`src/rtl/vdp_pkg.sv`:
```
// rtl/vdp_pkg.sv - raster timing constants, register bit indices and status bit positions for the VDP timing stage
package vdp_pkg;

  // 640x480@60 horizontal timing, in pixel clocks
  localparam logic [9:0] H_VIS  = 10'd640;
  localparam logic [9:0] H_FP   = 10'd16;
  localparam logic [9:0] H_SYNC = 10'd96;
  localparam logic [9:0] H_BP   = 10'd48;

  // 640x480@60 vertical timing, in lines
  localparam logic [9:0] V_VIS  = 10'd480;
  localparam logic [9:0] V_FP   = 10'd10;
  localparam logic [9:0] V_SYNC = 10'd2;
  localparam logic [9:0] V_BP   = 10'd33;

  // derived raster totals (800 clocks per line, 525 lines per frame)
  localparam logic [9:0] H_TOTAL = H_VIS + H_FP + H_SYNC + H_BP;
  localparam logic [9:0] V_TOTAL = V_VIS + V_FP + V_SYNC + V_BP;

  // sync pulse windows, inclusive
  localparam logic [9:0] H_SYNC_FIRST = H_VIS + H_FP;
  localparam logic [9:0] H_SYNC_LAST  = H_VIS + H_FP + H_SYNC - 10'd1;
  localparam logic [9:0] V_SYNC_FIRST = V_VIS + V_FP;
  localparam logic [9:0] V_SYNC_LAST  = V_VIS + V_FP + V_SYNC - 10'd1;

  // the 192 SMS lines are line-doubled onto VGA rows Y_OFS..ACTIVE_LAST
  localparam logic [9:0] SMS_LINES   = 10'd192;
  localparam logic [9:0] Y_OFS       = 10'd48;
  localparam logic [9:0] ACTIVE_LAST = Y_OFS + (SMS_LINES << 1) - 10'd1;

  // the line tick fires on the last visible pixel of each VGA row
  localparam logic [9:0] LINE_TICK_COL = H_VIS - 10'd1;

  // register file indices and enable bits
  localparam int REG0_LINE_IE    = 4;
  localparam int REG1_FRAME_IE   = 5;
  localparam int LINE_RELOAD_REG = 10;

  // status register bit positions
  localparam int STAT_FRAME_BIT     = 7;
  localparam int STAT_OVERFLOW_BIT  = 6;
  localparam int STAT_COLLISION_BIT = 5;

  // line counter value out of reset
  localparam logic [7:0] LINE_CNT_RESET = 8'hFF;

  // sticky status flags readable through the status port
  typedef struct packed {
    logic frame;
    logic overflow;
    logic collision;
  } status_flags_t;

  // true while the VGA row lies inside the doubled SMS active area
  function automatic logic in_active_rows(input logic [9:0] v);
    return (v >= Y_OFS) && (v <= ACTIVE_LAST);
  endfunction

endpackage

```
`src/rtl/vdp_line_irq_counter.sv`:
```
// rtl/vdp_line_irq_counter.sv - VDP line counter with reload and sticky line interrupt flag
module vdp_line_irq_counter
  import vdp_pkg::*;
(
  input  logic       clk,
  input  logic       rst_L,
  input  logic       line_tick,
  input  logic       active,
  input  logic       line_end,
  input  logic [7:0] reload,
  input  logic       clear,
  output logic [7:0] line_cnt,
  output logic       line_flag
);

  logic cnt_zero;
  logic fire;

  assign cnt_zero = (line_cnt == 8'd0);
  assign fire     = line_end & cnt_zero;

  // reload through blanking, count down on SMS line ends; a set in the same cycle as a read-clear wins
  always_ff @(posedge clk) begin
    if (!rst_L) begin
      line_cnt  <= LINE_CNT_RESET;
      line_flag <= 1'b0;
    end else begin
      if (line_tick && !active) begin
        line_cnt <= reload;
      end else if (line_end) begin
        line_cnt <= cnt_zero ? reload : (line_cnt - 8'd1);
      end
      line_flag <= fire | (line_flag & ~clear);
    end
  end

endmodule

```
`src/rtl/vdp_vga_timing.sv`:
```
// rtl/vdp_vga_timing.sv - 640x480 raster timing, SMS line/frame interrupts and status register for the VDP
module vdp_vga_timing
  import vdp_pkg::*;
(
  input  logic       clk,
  input  logic       rst_L,
  input  logic [7:0] regFile [0:10],
  input  logic       sprCollision,
  input  logic       sprOverflow,
  input  logic       statusRead,
  output logic [9:0] col,
  output logic [8:0] row,
  output logic       hsync_L,
  output logic       vsync_L,
  output logic [7:0] statusData,
  output logic       IRQ_L
);

  logic [9:0]    hcount;
  logic [9:0]    vcount;
  logic [9:0]    h_next;
  logic [9:0]    v_next;
  logic          h_last;
  logic          v_last;
  logic          active;
  logic          line_tick;
  logic          line_end;
  logic          frame_set;
  logic          line_flag;
  logic [7:0]    line_cnt;
  status_flags_t flags;
  logic          unused_regs;

  // only a handful of register bits matter to this stage
  assign unused_regs = ^{regFile[0][7:5], regFile[0][3:0], regFile[1][7:6], regFile[1][4:0],
                         regFile[2], regFile[3], regFile[4], regFile[5], regFile[6],
                         regFile[7], regFile[8], regFile[9], line_cnt};

  assign h_last = (hcount == H_TOTAL - 10'd1);
  assign v_last = (vcount == V_TOTAL - 10'd1);

  // next raster position; rows advance on the horizontal wrap
  always_comb begin
    h_next = hcount + 10'd1;
    v_next = vcount;
    if (h_last) begin
      h_next = 10'd0;
      v_next = v_last ? 10'd0 : (vcount + 10'd1);
    end
  end

  // free-running raster counters; syncs decoded from the next position so they stay aligned with col/row
  always_ff @(posedge clk) begin
    if (!rst_L) begin
      hcount  <= 10'd0;
      vcount  <= 10'd0;
      hsync_L <= 1'b1;
      vsync_L <= 1'b1;
    end else begin
      hcount  <= h_next;
      vcount  <= v_next;
      hsync_L <= ~((h_next >= H_SYNC_FIRST) && (h_next <= H_SYNC_LAST));
      vsync_L <= ~((v_next >= V_SYNC_FIRST) && (v_next <= V_SYNC_LAST));
    end
  end

  // rows 512..524 alias onto 0..12, which is harmless because they are all blank
  assign col = hcount;
  assign row = vcount[8:0];

  // an SMS line ends on the odd (second) VGA row of each doubled pair
  assign active    = in_active_rows(vcount);
  assign line_tick = (hcount == LINE_TICK_COL);
  assign line_end  = line_tick & active & vcount[0];
  assign frame_set = line_end & (vcount == ACTIVE_LAST);

  vdp_line_irq_counter u_line (
    .clk       (clk),
    .rst_L     (rst_L),
    .line_tick (line_tick),
    .active    (active),
    .line_end  (line_end),
    .reload    (regFile[LINE_RELOAD_REG]),
    .clear     (statusRead),
    .line_cnt  (line_cnt),
    .line_flag (line_flag)
  );

  // sticky status flags cleared by a status read; a coincident set keeps the flag for the next read
  always_ff @(posedge clk) begin
    if (!rst_L) begin
      flags <= '0;
      IRQ_L <= 1'b1;
    end else begin
      flags.frame     <= frame_set | (flags.frame & ~statusRead);
      flags.overflow  <= (sprOverflow & active) | (flags.overflow & ~statusRead);
      flags.collision <= (sprCollision & active) | (flags.collision & ~statusRead);
      IRQ_L           <= ~((flags.frame & regFile[1][REG1_FRAME_IE]) |
                           (line_flag & regFile[0][REG0_LINE_IE]));
    end
  end

  // status port is read combinationally so the value is valid in the strobe cycle
  always_comb begin
    statusData                     = 8'h00;
    statusData[STAT_FRAME_BIT]     = flags.frame;
    statusData[STAT_OVERFLOW_BIT]  = flags.overflow;
    statusData[STAT_COLLISION_BIT] = flags.collision;
  end

endmodule

```
`config.mk`:
```
export PLATFORM = sky130hd
export DESIGN_NAME = vdp_vga_timing
export DESIGN_NICKNAME = d
export VERILOG_FILES = /design/src/rtl/vdp_pkg.sv /design/src/rtl/vdp_line_irq_counter.sv /design/src/rtl/vdp_vga_timing.sv
export SDC_FILE = /design/constraint.sdc
export NUM_CORES = 1
export LEC_CHECK = 0
export ABC_AREA = 0
export BUFFER_PORTS_ARGS = -buffer_cell sky130_fd_sc_hd__buf_2
export CAP_MARGIN = 20
export CORE_MARGIN = 2
export CORE_UTILIZATION = 35
export DETAILED_ROUTE_END_ITERATION = 10
export GPL_ROUTABILITY_DRIVEN = 0
export PLACE_DENSITY = 0.67
export SLEW_MARGIN = 10
export SYNTH_ARGS = -nofsm -noshare
export SYNTH_HDL_FRONTEND = slang
export SYNTH_SLANG_ARGS = --single-unit
```
`constraint.sdc`:
```
create_clock -name clk -period 4.99 [get_ports clk]
set_clock_uncertainty 0.1 [all_clocks]
set_input_delay 0.2495 -clock clk [delete_from_list [all_inputs] [get_ports clk]]
set_output_delay 0.2495 -clock clk [all_outputs]
set_load 0.05 [all_outputs]
```
==> flow_summary.ini, run 1 <==
[run_status]
status = finished, final reports clean

[pwr]
vdd_drop_max_mv = 0.1012
p_sw_uw = 137.1
comb_power_share_pct = 7.8
netSwitchingFraction_pct = 25.81
power.leakage_uw = 0.0009225
clockPowerShare_pct = 37.6
seqPwrFrac_pct = 54.7
intPower_uw = 394.1
cellPowerDensity_nw_per_um2 = 232.0

[job]
drv_cap = 0

[floorplanning]
die_w_microns = 80.83
core-area_sq_um = 5608
initial_core_util_pct = 36.84
io_pins = 123
die_y_microns = 80.83
dieArea_sq_um = 6533
rows = 27

[synth]
syn-mean-instance-area_sq_um = 8.263
yosysSeqAreaShare_pct = 33.92
synthCells = 250
synthArstFlopShare_pct = 0
ys_warn_count = 0
synthesis.area_sq_um = 2066
ys_ff_latch = 35
synth_ff_type = dfxtp_1
synth_edf_count = 0
synth.distinct_cells = 54

[drt]
first_pass_iters = 4
drcViolationCount = 0
via_count = 1896
wl_per_cell_microns = 14.23
drt_iter0_markers = 91
avgViaCountPerCell = 5.448
drtAntennaViolNets = 0
wl_microns = 4953

[worst_setup_path]
cp_data_required_time_ns = 5.10
cpPeakStageDelay_ns = 0.58
startpoint_type = flip-flop
path_max_fanout = 7
crit_path_frequent_cell = o21ai_0
critPathTopFamily = compound AO/OA/AOI/OAI gates
rr_startpoint = col[0]
path_class = flip-flop to flip-flop
worst-path-buf-inv = 0
path_cells = ha_1 -> nand3_4 -> or4_4 -> o21ai_0 -> o21ai_0 -> a32oi_1
r2r_slack_ns = 2.45
r2r_end = u_line.line_cnt[6]
r2r_cells = 6
cpMaxStageDelayCell = or4_4
endpoint_kind = flip-flop
startpoint = col[0]
cp.arrival_ns = 2.66

[sta]
tns_ns = 0
drv_slew = 0
period_minus_slack_ns = 2.541
rsz0062_at_grt = false
max_freq_mhz = 393.6
period_share_pct = 50.92
setup_viol = 0
hold_viol = 0
worst_slew_pin_slew_ns = 0.7675
timing.hold.ws_ns = 0.09657
slew_headroom_pct = 48.36

[cts]
cts_sinks = 35
cts_buffers = 5
cts_buffer_depth = 2
htreeDepth = 2
clk_latency_ns = 0.29
cts-root-buf = clkbuf_8
holdBufCountCts = 0
cts_tree = yes
cts_setup_buffers = 0
clk_pin_slew_ns = 0.07
post_cts_resize_count = 0

[grt]
first_global_vias = 1726
grt_pass1_wl_microns = 8217
grt_start_max_net_pins = 16
grt-ovfl-total = 0
track_usage_pct = 16.00
antenna_found_initial = 0

[placed_design]
port_buffers = 39
hpwl_microns = 3664
dp_cells = 340

[min_path]
min_to = statusData[5]
worstHoldPathType = primary input to flip-flop
hold_path.startpoint = sprCollision
whs_path_depth = 3

[layout]
area_growth_pct = 10.84
final_util_pct = 40.83
final_cells = 348
mostFrequentLayoutCells = buf_2 (39), dfxtp_1 (35), nor2_1 (34), nand2_1 (15)
mostFrequentLayoutCell = buf_2
drive_gt1_share_pct = 20.29
nets = 374
n_antenna_cell = 0
==> final cells by class <==
type	count	area, sq um
well taps	72	90.09
repair buffers	39	195.2
flip-flops and latches	35	700.7
clock buffers	6	72.57
fillers	604	3318
multi-input cells	183	1177
clock inverters	2	12.51
inverters	11	41.29
==> synthesized netlist by cell type, types with 5 or more instances <==
master | n | area share, %
a21oi_1 | 11 | 2.7
buf_4 | 15 | 5.5
clkbuf_1 | 6 | 1.1
dfxtp_1 | 35 | 34
ha_1 | 6 | 3.6
inv_1 | 11 | 2.0
nand2_1 | 15 | 2.7
nand3_1 | 12 | 2.9
nand4_1 | 9 | 2.7
nor2_1 | 34 | 6.2
nor3_1 | 6 | 1.5
o22ai_1 | 5 | 1.5
xnor2_1 | 12 | 5.1
xor2_1 | 5 | 2.1
==> cell families after synthesis <==
group	share of synthesized area [%]
muxes	0.9691
other	0.1815
DFF	33.92
adders and majority gates	3.634
AOI/OAI and AO/OA	14.72
xor gates and xnor gates	7.208
buffers and inverters	9.812
and+or+nand+nor	29.56
==> per-layer routing <==
metal	wire length, microns	vias to the layer above	track usage, %
met4	75	0	5.085
met1	2243	879	21.19
met3	351	10	4.222
met5	0	-	0
li1	-	927	-
met2	2282	80	25.37
==> worst min-delay path, stage by stage <==
cell	delay, ns
buf_2	0.08
a21oi_1	0.05
nor2_1	0.07
==> sequential cells by signal (all words and copies together), names as in the netlist <==
name,count
col,10
vcount,10
u_line.line_cnt,8
statusData,3
IRQ_L,1
hsync_L,1
u_line.line_flag,1
vsync_L,1
==> power groups by stage <==
stage          Sequential [uW]  Combinational (uW)  Clock, uW
3_3_place_gp               297                41.1          0
4_1_cts                    290                41.3        208
5_1_grt                    292                44.7        219
2_1_floorplan              303                26.1          0
6_report                   290                41.2        200
3_5_place_dp               297                41.3          0
==> through the flow <==
step | worst slack, ns | total power [uW] | cell area [sq um]
6_report | 2.449 | 531.2 | 2290
3_3_place_gp | 2.433 | 337.6 | 2205
5_1_grt | 2.221 | 555.2 | 2290
2_1_floorplan | 2.259 | 328.7 | 2081
3_5_place_dp | 2.485 | 338.1 | 2205
4_1_cts | 2.451 | 539.5 | 2290
==> how the worst max path moves through the flow <==
stage,end,cells past startpoint
6_report,u_line.line_cnt[6],6
5_1_grt,u_line.line_cnt[6],6
4_1_cts,u_line.line_cnt[6],6
3_5_place_dp,u_line.line_cnt[6],6
3_3_place_gp,u_line.line_cnt[6],6
2_1_floorplan,u_line.line_cnt[1],6
Power figures use the tool's default switching activity.
==> inputs of run 2 (changes only) <==
--- a/config.mk
+++ b/config.mk
@@ -5,14 +5,14 @@
 export SDC_FILE = /design/constraint.sdc
 export NUM_CORES = 1
 export LEC_CHECK = 0
-export ABC_AREA = 0
+export ABC_AREA = 1
 export BUFFER_PORTS_ARGS = -buffer_cell sky130_fd_sc_hd__buf_2
 export CAP_MARGIN = 20
 export CORE_MARGIN = 2
 export CORE_UTILIZATION = 35
 export DETAILED_ROUTE_END_ITERATION = 10
 export GPL_ROUTABILITY_DRIVEN = 0
-export PLACE_DENSITY = 0.67
+export PLACE_DENSITY = 0.65
 export SLEW_MARGIN = 10
 export SYNTH_ARGS = -nofsm -noshare
 export SYNTH_HDL_FRONTEND = slang
==> constraint.sdc (replaced) <==
create_clock -name clk -period 2.5 [get_ports clk]
set_clock_uncertainty 0.1 [all_clocks]
set_input_delay 0.125 -clock clk [delete_from_list [all_inputs] [get_ports clk]]
set_output_delay 0.125 -clock clk [all_outputs]
set_load 0.05 [all_outputs]
==> run 2 against run 1 <==
Effect of this change: global-route usage shrank 1.4 points; highest routed layer unchanged; total power grew 100%; register-to-register slack lost 2.0 ns; cell area grew 12%; synthesized cell count grew 33%; die area grew 9.4%; sequential share of layout area shrank 3.2 points; setup slack lost 2.0 ns; critical path type unchanged.
==> flow_summary.ini, run 2 <==
[run_status]
status = finished, final reports clean

[cts]
cts_buffers = 5
clk_pin_slew_ns = 0.07
cts-root-buf = clkbuf_8
cts_setup_buffers = 0
clk_latency_ns = 0.28
cts_sinks = 35
holdBufCountCts = 3
cts_tree = yes
post_cts_resize_count = 0
htreeDepth = 2
cts_buffer_depth = 2

[synth]
synth_top_family_by_area = simple AND/OR/NAND/NOR gates
synth_compound_area_share_pct = 8.214
synthSimpleGateAreaFrac_pct = 39.58
synth.top_cells.by_area = dfxtp_1 (31%), nand2_1 (13%), nor2_1 (8.3%)
synth_top_area_cell = dfxtp_1
synth_ff_type = dfxtp_1
synth_fa_ha_area_share_pct = 3.308
synth_common_cells = nand2_1 (76), nor2_1 (50), inv_1 (41), dfxtp_1 (35), nand3_1 (28)
yosysSeqAreaShare_pct = 30.87
syn-mean-instance-area_sq_um = 6.816
synth_top_cell_area_share_pct = 30.87
ys_warn_count = 0
ys_ff_latch = 35
synth-xor-area-share_pct = 3.473
synthCells = 333
synth.area.mux_share_pct = 0
synth.most_common_cell = nand2_1
synthArstFlopShare_pct = 0
synthesis.area_sq_um = 2270
synth.distinct_cells = 37
synth_edf_count = 0

[floorplanning]
die_w_microns = 84.53
rows = 29
die_y_microns = 84.53
initial_core_util_pct = 35.95
core-area_sq_um = 6314
dieArea_sq_um = 7145
io_pins = 123

[worst_setup_path]
critPathTopFamily = simple AND/OR/NAND/NOR gates
cpPeakStageDelay_ns = 0.39
r2r_cells = 9
r2r_end = vsync_L
cp.arrival_ns = 2.12
endpoint_kind = flip-flop
startpoint_type = flip-flop
worst-path-buf-inv = 1
rr_startpoint = col[0]
cpMaxStageDelayCell = dfxtp_1
cp_data_required_time_ns = 2.56
crit_path_frequent_cell = nand4_1
r2r_slack_ns = 0.43
path_cells = ha_1 -> nand2_2 -> nor2_8 -> nand3_1 -> buf_4 -> nand2_1 -> nand4_1 -> nor2_1 -> nand4_1
path_max_fanout = 8
path_class = flip-flop to flip-flop

[sta]
hold_viol = 0
tns_ns = 0
drv_slew = 0
rsz0062_at_grt = false
period_share_pct = 82.63
max_freq_mhz = 484.1
setup_slack_ns = 0.4342
period_minus_slack_ns = 2.066
setup_viol = 0

[pwr]
vdd_drop_max_mv = 0.1793
seqPwrFrac_pct = 52.6
comb_power_share_pct = 6.4
power.leakage_uw = 0.001244
clockPowerShare_pct = 41.0
intPower_uw = 831.4
cellPowerDensity_nw_per_um2 = 420.1
netSwitchingFraction_pct = 22.68
p_sw_uw = 243.9

[placed_design]
dp_slack_ns = 0.4630
hpwl_microns = 3725
dp_cells = 433
port_buffers = 39

[job]
drv_cap = 0

[drt]
wl_microns = 4876
first_pass_iters = 4
drtAntennaViolNets = 0
via_count = 2085
avgViaCountPerCell = 4.696
wl_per_cell_microns = 10.98
drcViolationCount = 0
drt_iter0_markers = 65

[grt]
grt_start_max_net_pins = 13
antenna_found_initial = 0
grt-ovfl-total = 0
first_global_vias = 1997
grt_pass1_wl_microns = 8590
track_usage_pct = 14.63

[layout]
multiInputGateArea_sq_um = 1257
fill_cells = 676
nets = 465
mostFrequentLayoutCell = nand2_1
drive_gt1_share_pct = 19.07
mostFrequentLayoutCells = nand2_1 (76), nor2_1 (50), inv_1 (41), buf_2 (39), dfxtp_1 (35)
n_antenna_cell = 0
final_cells = 444
regArea_sq_um = 700.7
area_growth_pct = 12.79

[min_path]
hold_path.startpoint = regFile[84]
min_to = IRQ_L
whs_path_depth = 3
worstHoldPathType = primary input to flip-flop
-- run 2: changes by cell type after synthesis, moves of 4 or more --
cell and delta:
nand3_1 +16, inv_1 +30, nand2_1 +61, o22ai_1 -5, clkbuf_1 -5, nor2_1 +16, nand2_2 +6, o21ai_1 +4
xnor2_1 -10
-- run 2: how the worst max path moves through the flow --
stage | startpoint | endpoint | slack (ns) | cells past startpoint
global route | col[0] | vsync_L | 0.21 | 9
detailed placement | col[0] | vsync_L | 0.46 | 9
global placement | col[0] | vsync_L | 0.45 | 9
CTS | col[0] | vsync_L | 0.44 | 9
finish | col[0] | vsync_L | 0.43 | 9
floorplan | col[0] | u_line.line_cnt[5] | 0.38 | 11
-- run 2: layer usage --
metal | up-vias | routed length [microns] | part of all wire [%] | track usage, %
li1 | 1109 | - | - | -
met1 | 920 | 2321 | 48 | 18.15
met2 | 49 | 2232 | 46 | 24.27
met3 | 7 | 252 | 5.2 | 3.835
met4 | 0 | 70 | 1.4 | 5.628
met5 | - | 0 | 0 | 0
-- run 2: worst reg2reg max path, cell delays in order (launching register included) --
cell and delay, ns:
dfxtp_1 0.39, ha_1 0.21, nand2_2 0.10, nor2_8 0.15, nand3_1 0.28, buf_4 0.27
nand2_1 0.08, nand4_1 0.11, nor2_1 0.14, nand4_1 0.10
-- run 2: power by group through the flow --
stage	combinational (uW)	sequential (uW)	clock, uW
4_1_cts	69.2	566	460
6_report	68.5	566	441
3_5_place_dp	65.5	578	0
5_1_grt	74.9	566	486
2_1_floorplan	37.5	592	0
3_3_place_gp	64.9	578	0
-- run 2: through the flow --
stage          power (uW)  util, %  hold slack [ns]  instance area, sq um
2_1_floorplan       629.4        -           0.1774                  2285
3_3_place_gp        642.9    38.49           0.2716                  2430
3_5_place_dp        643.9    38.49           0.2844                  2430
4_1_cts              1095    40.55         0.004907                  2560
5_1_grt              1127    40.55          0.02465                  2560
6_report             1075    40.55          0.01892                  2560
-- run 2: kinds of logic after synthesis --
| kind of cell | Yosys count |
|---|---|
| compound gates | 28 |
| xor+xnor | 9 |
| fa+ha+maj | 6 |
| buf+inv | 66 |
| flops | 35 |
| other cells | 1 |
| simple gates | 188 |
-- run 2: cell type report --
type | count | share of cell area, %
Multi-Input combinational cell | 236 | 49.12
Sequential cell | 35 | 27.37
Timing Repair Buffer | 44 | 9.384
Inverter | 44 | 6.452
Clock buffer | 8 | 3.910
Tap cell | 77 | 3.763
==> inputs of run 3 (changes only) <==
==> constraint.sdc (replaced) <==
create_clock -name clk -period 2 [get_ports clk]
set_clock_uncertainty 0.1 [all_clocks]
set_input_delay 0.1 -clock clk [delete_from_list [all_inputs] [get_ports clk]]
set_output_delay 0.1 -clock clk [all_outputs]
set_load 0.05 [all_outputs]
==> run 3 against run 2 <==
Effect of this change: non-clock buffer count is 18 higher; clock-buffer cell count is 2 lower; cell area is 6.7% higher; routed wire length is 4.3% higher; global-route usage is 0.20 points higher; total power is 36% higher; cell count is 4.1% higher; combinational power is 38% higher; sequential share of layout area is 1.6 points lower; setup slack worse by 0.29 ns; largest cell class unchanged.
==> flow_summary.ini, run 3 (synthesized netlist as in run 2, its figures left out) <==
[floorplanning]
die_y_microns = 84.53
io_pins = 123
core-area_sq_um = 6314
rows = 29
initial_core_util_pct = 35.95
die_w_microns = 84.53
dieArea_sq_um = 7145

[grt]
grt_start_max_net_pins = 12
grt_pass1_wl_microns = 8763
first_global_vias = 2087
grt-ovfl-total = 0
antenna_found_initial = 0
track_usage_pct = 14.83

[sta]
max_freq_mhz = 538.4
rsz0062_at_grt = false
hold_viol = 0
period_share_pct = 92.86
setup_viol = 0
timing.hold.ws_ns = 0.01402
drv_slew = 0
period_minus_slack_ns = 1.857
setup_slack_ns = 0.1428
tns_ns = 0

[drt]
first_pass_iters = 4
drtAntennaViolNets = 0
wl_per_cell_microns = 11.01
via_count = 2142
wl_microns = 5088
avgViaCountPerCell = 4.636
drcViolationCount = 0
drt_iter0_markers = 108

[worst_setup_path]
worst-path-buf-inv = 0
critPathTopFamily = simple AND/OR/NAND/NOR gates
cpMaxStageDelayCell = dfxtp_2
endpoint_kind = flip-flop
path_cells = ha_1 -> nand2_2 -> nor2_8 -> nand3_4 -> nor2_8 -> nand2_4 -> nand2_2 -> o21ai_0 -> o21bai_2
cp_data_required_time_ns = 2.08
path_class = flip-flop to flip-flop
startpoint_type = flip-flop
rr_startpoint = col[0]
cpPeakStageDelay_ns = 0.36
r2r_cells = 9
crit_cells = 9
cp.arrival_ns = 1.94
path_max_fanout = 9
r2r_slack_ns = 0.14
r2r_end = u_line.line_cnt[1]

[layout]
final_cells = 462
mostFrequentLayoutCells = nand2_1 (76), nor2_1 (50), inv_1 (41), buf_2 (39), dfxtp_1 (33)
n_antenna_cell = 0
nets = 483
drive_gt1_share_pct = 22.60
mostFrequentLayoutCell = nand2_1
area_growth_pct = 20.40
final_util_pct = 43.28
fill_cells = 665

[cts]
cts_tree = yes
clk_latency_ns = 0.29
cts_sinks = 35
htreeDepth = 2
cts_buffers = 5
clk_pin_slew_ns = 0.08
cts-root-buf = clkbuf_8
cts_buffer_depth = 2

[pwr]
vdd_drop_max_mv = 0.2845
comb_power_share_pct = 6.5
netSwitchingFraction_pct = 22.39
seqPwrFrac_pct = 48.4
power.leakage_uw = 0.001346
cellPowerDensity_nw_per_um2 = 535.4
p_sw_uw = 327.6
intPower_uw = 1136
clockPowerShare_pct = 45.2

[min_path]
worstHoldPathType = primary input to flip-flop
min_to = statusData[6]
whs_path_depth = 4
hold_path.startpoint = statusRead

[placed_design]
dp_cells = 444
dp_slack_ns = 0.1064
hpwl_microns = 3890
port_buffers = 39

[run_status]
status = finished, final reports clean

[job]
drv_cap = 0
run 3: cell count changes in the layout (fill, tap and decap cells not counted):
| cell | delta |
|---|---|
| nand3_2 | +1 |
| clkbuf_8 | -1 |
| bufinv_16 | +1 |
| clkbuf_1 | -1 |
| dlygate4sd3_1 | +5 |
| dfxtp_1 | -2 |
| buf_4 | +13 |
| dfxtp_2 | +2 |
| nand3_1 | -1 |
| clkinv_2 | +1 |
run 3: power by group through the flow:
stage / sequential [uW] / clock (uW) / combinational, uW
6_report: 708 / 661 / 94.4
5_1_grt: 708 / 711 / 102
4_1_cts: 708 / 680 / 94.8
3_5_place_dp: 724 / 0 / 83.7
3_3_place_gp: 724 / 0 / 83.3
2_1_floorplan: 741 / 0 / 46.9
run 3: how the worst max path moves through the flow:
stage / from / to / slack (ns)
floorplan: col[3] / u_line.line_cnt[5] / 0.06
global placement: col[0] / vsync_L / 0.14
detailed placement: col[0] / vsync_L / 0.11
CTS: col[0] / vsync_L / 0.09
global route: col[0] / u_line.line_cnt[0] / 0.004
finish: col[0] / u_line.line_cnt[1] / 0.14
run 3: area by class of cell:
type	count	area [sq um]	area share (%)
clock inverters	2	35.03	1.282
repair buffers	62	387.9	14.19
clock buffers	6	82.58	3.022
flip-flops and latches	35	703.2	25.73
inverters	44	165.2	6.044
well taps	77	96.34	3.526
multi-input cells	236	1262	46.20
run 3: repair_timing:
item / 4_1_cts / 5_1_grt
resized for setup: 0 / 1
setup buffers: 0 / 2
hold buffers: 8 / 0
endpoints found under the hold margin: 7 / 0
endpoints found under the setup margin: 0 / 3
run 3: routing by layer:
layer  share of wire, %  GRT usage (%)  vias up
met1                 48          18.73      953
met5                  0              0        -
li1                   -              -     1143
met2                 45          23.91       42
met4               0.94          5.051        0
met3                5.6          4.720        4
run 3: stage by stage:
stage / area, sq um / total power [uW]
6_report: 2733 / 1463
5_1_grt: 2733 / 1521
4_1_cts: 2713 / 1482
3_5_place_dp: 2515 / 807.6
3_3_place_gp: 2515 / 806.9
2_1_floorplan: 2287 / 787.6
run 3: worst register-to-register path, cell delays in order (launching register included):
cell      delay (ns)
dfxtp_2         0.36
ha_1            0.19
nand2_2         0.11
nor2_8          0.16
nand3_4         0.13
nor2_8          0.16
nand2_4         0.08
nand2_2         0.18
o21ai_0         0.09
o21bai_2        0.18
